File: src/rtl/eq_pkg.sv
// Shared equaliser definitions: widths, LMS controller states, coefficient bank type
// and the W-bit saturating clamp used by the adaptation datapath.
package eq_pkg;

    localparam int unsigned W        = 16;
    localparam int unsigned NTAPS    = 16;
    localparam int unsigned FRAC     = 14;
    localparam int unsigned MU_SHIFT = 6;
    localparam int unsigned ADDR_W   = $clog2(NTAPS);

    typedef enum logic [1:0] {
        IDLE   = 2'd0,
        UPD    = 2'd1,
        COMMIT = 2'd2
    } state_t;

    typedef logic signed [W-1:0] coef_t;
    typedef coef_t coef_arr_t [NTAPS];

    // Clamp a W+1-bit signed value into the W-bit signed range.
    function automatic logic signed [W-1:0] sat_w(input logic signed [W:0] v);
        logic signed [W-1:0] r;
        if (v[W] != v[W-1]) begin
            r = v[W] ? {1'b1, {(W-1){1'b0}}} : {1'b0, {(W-1){1'b1}}};
        end else begin
            r = v[W-1:0];
        end
        return r;
    endfunction

endpackage

File: src/rtl/lms_tap_mac.sv
// One-tap LMS update: coef + round(err * x * 2^-(FRAC+MU_SHIFT)), saturated to W bits.
// Purely combinational; the controller time-multiplexes a single instance over taps.
module lms_tap_mac
    import eq_pkg::*;
(
    input  logic signed [W-1:0] coef,
    input  logic signed [W-1:0] err,
    input  logic signed [W-1:0] x,
    output logic signed [W-1:0] coef_new
);

    localparam int unsigned PW = 2 * W;
    localparam int unsigned SH = FRAC + MU_SHIFT;
    localparam logic signed [PW-1:0] RND = PW'(longint'(1) <<< (SH - 1));

    logic signed [PW-1:0] prod;
    logic signed [PW-1:0] delta;
    logic signed [W:0]    sum;

    // Delta magnitude stays far below 2^W, so truncating it to W+1 bits is lossless.
    always_comb begin
        prod     = PW'(err) * PW'(x);
        delta    = (prod + RND) >>> SH;
        sum      = (W + 1)'(coef) + (W + 1)'(delta);
        coef_new = sat_w(sum);
    end

endmodule

File: src/rtl/lms_coef_update.sv
// LMS coefficient engine: per accepted sample, adapts a shadow bank one tap per cycle
// and then commits the whole bank to the FIR in a single edge.
module lms_coef_update
    import eq_pkg::*;
(
    input  logic                     clk,
    input  logic                     rst_n,
    input  logic                     sample_valid,
    input  logic signed [W-1:0]      xn,
    input  logic signed [W-1:0]      yn,
    input  logic signed [W-1:0]      dn,
    input  logic                     freeze,
    input  logic                     load_en,
    input  logic        [ADDR_W-1:0] load_addr,
    input  logic signed [W-1:0]      load_data,
    input  logic                     load_commit,
    output coef_arr_t                coef_out,
    output logic                     busy,
    output logic                     update_done,
    output logic                     overrun
);

    state_t              state;
    logic [ADDR_W-1:0]   k;
    logic signed [W-1:0] err;
    coef_arr_t           hist;
    coef_arr_t           shadow;

    logic signed [W:0]   diff_c;
    logic signed [W-1:0] mac_out_c;

    assign diff_c = (W + 1)'(dn) - (W + 1)'(yn);

    lms_tap_mac u_mac (
        .coef     (shadow[k]),
        .err      (err),
        .x        (hist[k]),
        .coef_new (mac_out_c)
    );

    // Controller: loads/commits and sample acceptance only in IDLE; UPD walks the taps.
    always_ff @(posedge clk or negedge rst_n) begin
        if (!rst_n) begin
            state       <= IDLE;
            k           <= '0;
            err         <= '0;
            busy        <= 1'b0;
            update_done <= 1'b0;
            overrun     <= 1'b0;
            for (int i = 0; i < int'(NTAPS); i++) begin
                hist[i]     <= '0;
                shadow[i]   <= '0;
                coef_out[i] <= '0;
            end
        end else begin
            update_done <= 1'b0;
            overrun     <= 1'b0;
            case (state)
                IDLE: begin
                    if (load_en) begin
                        shadow[load_addr] <= load_data;
                    end
                    // A same-cycle load is visible to the commit.
                    if (load_commit) begin
                        for (int i = 0; i < int'(NTAPS); i++) begin
                            coef_out[i] <= (load_en && load_addr == ADDR_W'(i)) ? load_data
                                                                                : shadow[i];
                        end
                    end
                    if (sample_valid) begin
                        hist[0] <= xn;
                        for (int i = 1; i < int'(NTAPS); i++) begin
                            hist[i] <= hist[i-1];
                        end
                        if (!freeze) begin
                            err   <= sat_w(diff_c);
                            k     <= '0;
                            busy  <= 1'b1;
                            state <= UPD;
                        end
                    end
                end
                UPD: begin
                    if (sample_valid) begin
                        overrun <= 1'b1;
                    end
                    shadow[k] <= mac_out_c;
                    if (k == ADDR_W'(NTAPS - 1)) begin
                        state <= COMMIT;
                    end else begin
                        k <= k + ADDR_W'(1);
                    end
                end
                COMMIT: begin
                    if (sample_valid) begin
                        overrun <= 1'b1;
                    end
                    for (int i = 0; i < int'(NTAPS); i++) begin
                        coef_out[i] <= shadow[i];
                    end
                    update_done <= 1'b1;
                    busy        <= 1'b0;
                    k           <= '0;
                    state       <= IDLE;
                end
                default: begin
                    busy  <= 1'b0;
                    state <= IDLE;
                end
            endcase
        end
    end

endmodule
File: config.mk
export PLATFORM = sky130hd
export DESIGN_NAME = lms_coef_update
export DESIGN_NICKNAME = d
export VERILOG_FILES = /design/src/rtl/eq_pkg.sv /design/src/rtl/lms_tap_mac.sv /design/src/rtl/lms_coef_update.sv
export SDC_FILE = /design/constraint.sdc
export NUM_CORES = 2
export LEC_CHECK = 0
export ABC_CLOCK_PERIOD_IN_PS = 15000
export CORE_MARGIN = 5
export CORE_UTILIZATION = 60
export CTS_BUF_LIST = sky130_fd_sc_hd__clkbuf_8 sky130_fd_sc_hd__clkbuf_16
export DETAILED_ROUTE_END_ITERATION = 10
export MAX_ROUTING_LAYER = met4
export PLACE_DENSITY_LB_ADDON = 0.08
export SLEW_MARGIN = 20
export SYNTH_ARGS = -nofsm -noshare
export SYNTH_HDL_FRONTEND = slang
export SYNTH_SLANG_ARGS = --single-unit
File: constraint.sdc
create_clock -name clk -period 15 [get_ports clk]
set_clock_uncertainty 0.15 [all_clocks]
set_input_delay 3 -clock clk [delete_from_list [all_inputs] [get_ports clk]]
set_output_delay 3 -clock clk [all_outputs]
set_load 0.03 [all_outputs]
==> metrics.yaml <==
clock_network:
  cts_sinks: 793
  insertion_delay_ns: 0.66
  numCtsBuffers: 84
  cts_resized: 0
  htreeDepth: 3
  clockBufferDepth: 3
  post_cts_buffers: 0
  cts_hold_buf: 0
  cts.clk_slew.worst_paths_ns: 0.07
  cts_tree: "done"
  cts_root_buf: "clkbuf_16"
run:
  maxCapViolations: 0
routing:
  dr.pass1.iters: 6
  viasPerCell: 6.37
  drt_iter0_drc: 4445
  via_count: 37900
  remaining_drc_errors: 0
  route.detailed.wl_per_inst_um: 26.6
  ant_nets: 0
  wl_um: 158000
yosys:
  synthMuxAreaShare_pct: 18.5
  ys_ff_latch: 793
  synthArstFlopShare_pct: 100
  synth_top_family_by_area: "multiplexers"
  synth-seq-area-share_pct: 40.1
  yosys.area_share.simple_pct: 10.0
  netlist_instances: 4658
  synth_fa_ha_area_share_pct: 14.1
  synth_cell_types: 79
  syn_nets: 5117
  synth_xor_area_share_pct: 0.743
  synth_warnings: 0
  synth_edf_count: 0
  synthFlopType: "dfrtp_1"
  synth_area_um2: 49500
  synth_compound_area_share_pct: 11.2
  avgSynthCellArea_um2: 10.6
critical_path:
  worst-setup-path-type: "flip-flop to flip-flop"
  rr_startpoint: "k[1]$_DFFE_PN0P_"
  path_max_fanout: 66
  worstSetupStartpointType: "flip-flop"
  worstPathRequired_ns: 15.42
  slowest_stage: "dfrtp_4"
  r2r_cells: 34
  crit_path_end_kind: "flip-flop"
  crit_family: "adder cells"
  timing.critical_path.mode_cell: "fa_1"
  r2r-end: "shadow[250]$_DFFE_PN0P_"
  slowest_delay_ns: 1.06
  worstPathArrival_ns: 12.90
  rrSetupSlack_ns: 2.52
  critical_path_buf_inv_count: 5
place:
  routabilityCongestion: 1.04
  post-dp-hpwl_um: 111000
  portBuffers: 332
die:
  die_x_um: 297
  num_rows: 105
  io_pins: 333
  die-area_um2: 88400
  start_util_pct: 60.4
  coreArea_um2: 82000
  die_y_um: 297
hold_path:
  hold_path_end: "coef_out[224]$_DFFE_PN0P_"
  hold_start: "coef_out[224]$_DFFE_PN0P_"
  hp-class: "flip-flop to flip-flop"
  hold_depth: 2
global_routing:
  antenna_found_initial: 9
  grt_overflow: 0
  grt_pass1_vias: 37700
  grtUsageTotal_pct: 36.6
  grt_first_pass_wirelength_um: 239000
  grt_start_max_net_pins: 273
timing:
  finalHoldViolCount: 0
  slew_viol_final: 0
  worst_pin_slew_ns: 1.34
  finalCritPeriodShare_pct: 83.2
  finalSetupTns_ns: 0
  slew_headroom_pct: 10.5
  setup_viol: 0
  fmax_mhz: 80.1
  rsz0062_at_grt: "no"
  fin_crit_ns: 12.48
run_status:
  status: "complete, no violations"
cells_and_area:
  final_layout_size_suffix_gt1_share_pct: 14.1
  nNetsFinal: 5264
  final_common_cell: "dfrtp_1"
  syn2layout_area_growth_pct: 13.7
  final_cell_mix: "789 x dfrtp_1, 692 x nand2_1, 419 x o21ai_0, 359 x inv_1, 331 x clkdlybuf4s50_1"
-- worst max path at each step --
| stage | from | end | slack [ns] | depth (start not counted) |
|---|---|---|---|---|
| global route | k[1]$_DFFE_PN0P_ | shadow[218]$_DFFE_PN0P_ | 1.91 | 34 |
| floorplan | k[0]$_DFFE_PN0P_ | shadow[106]$_DFFE_PN0P_ | 4.59 | 39 |
| detailed placement | k[1]$_DFFE_PN0P_ | shadow[218]$_DFFE_PN0P_ | 2.56 | 34 |
| global placement | k[0]$_DFFE_PN0P_ | shadow[202]$_DFFE_PN0P_ | 2.89 | 33 |
| finish | k[1]$_DFFE_PN0P_ | shadow[250]$_DFFE_PN0P_ | 2.52 | 34 |
| CTS | k[1]$_DFFE_PN0P_ | shadow[218]$_DFFE_PN0P_ | 2.51 | 34 |
-- cell families (layout without fill, tap and decap cells) --
logic type,after synthesis,after routing
AOI/OAI and AO/OA,911,911
xor gates and xnor gates,42,42
adders and majority gates,401,401
buffers and inverters,682,890
DFF,793,793
muxes,691,691
other,0,7
and+or+nand+nor,1138,1138
-- synthesized netlist by cell type (all sizes together), types with 6 or more instances --
library cell	number	share of area (%)
nor2	143	1.1
buf	83	0.87
a221oi	14	0.35
maj3	16	0.33
or2	13	0.17
mux2i	276	5.6
fa	264	11
o22a	70	1.2
nand4	12	0.15
xnor2	25	0.44
nand3	25	0.25
mux4	153	7.0
nor3	61	0.62
and2	137	1.7
a32oi	9	0.16
clkbuf	255	1.9
and3	6	0.076
dfrtp	793	40
a31oi	46	0.58
nand2	696	5.3
ha	121	3.1
o221ai	31	0.55
o31ai	21	0.33
or3	6	0.076
inv	344	2.6
o21a	13	0.20
nand2b	12	0.15
o21ai	508	5.2
nor2b	19	0.24
xor2	17	0.30
a22oi	22	0.33
a21oi	113	1.2
mux2	262	6.0
a21o	19	0.29
a211oi	8	0.14
-- registers in the layout, summed over array words and instances, names as in the netlist --
signal	cells
busy	1
coef_out	256
err	16
hist	256
k	4
overrun	1
shadow	256
state	2
update_done	1
-- layer usage --
| layer | vias to the layer above | share of wire [%] | track usage (%) |
|---|---|---|---|
| li1 | 16300 | - | - |
| met2 | 2132 | 43 | 51.2 |
| met5 | - | 0 | - |
| met4 | 0 | 5.2 | 15.2 |
| met1 | 18900 | 40 | 50.3 |
| met3 | 476 | 12 | 11.4 |
-- through the flow --
| stage | cell area, µm² | setup WS (ns) | instances | util [%] | hold slack (ns) |
|---|---|---|---|---|---|
| global placement | 53400 | 2.89 | 5789 | 65.2 | 0.311 |
| floorplan | 49500 | 4.59 | 4658 | - | 0.305 |
| detailed placement | 53500 | 2.56 | 5789 | 65.2 | 0.319 |
| global route | 56300 | 1.91 | 5943 | 68.7 | 0.341 |
| CTS | 56300 | 2.51 | 5936 | 68.6 | 0.332 |
| finish | 56300 | 2.52 | 5943 | 68.7 | 0.326 |
-- layout make-up --
cell class / count / area, µm²
Fill cell: 6254 / 25700
Clock inverter: 44 / 442
Sequential cell: 793 / 19900
Clock buffer: 103 / 2360
Tap cell: 1070 / 1340
Inverter: 344 / 1290
Antenna cell: 7 / 17.5
Multi-Input combinational cell: 3183 / 27100
Timing Repair Buffer: 399 / 3870
-- worst min-delay path: stages, from the launching register on --
cell and delay (ns):
dfrtp_1 0.34, nand2_1 0.05, o21ai_0 0.06
Power is not shown: default switching activity piles up to over one toggle a cycle in this logic, so the estimate is an artifact.
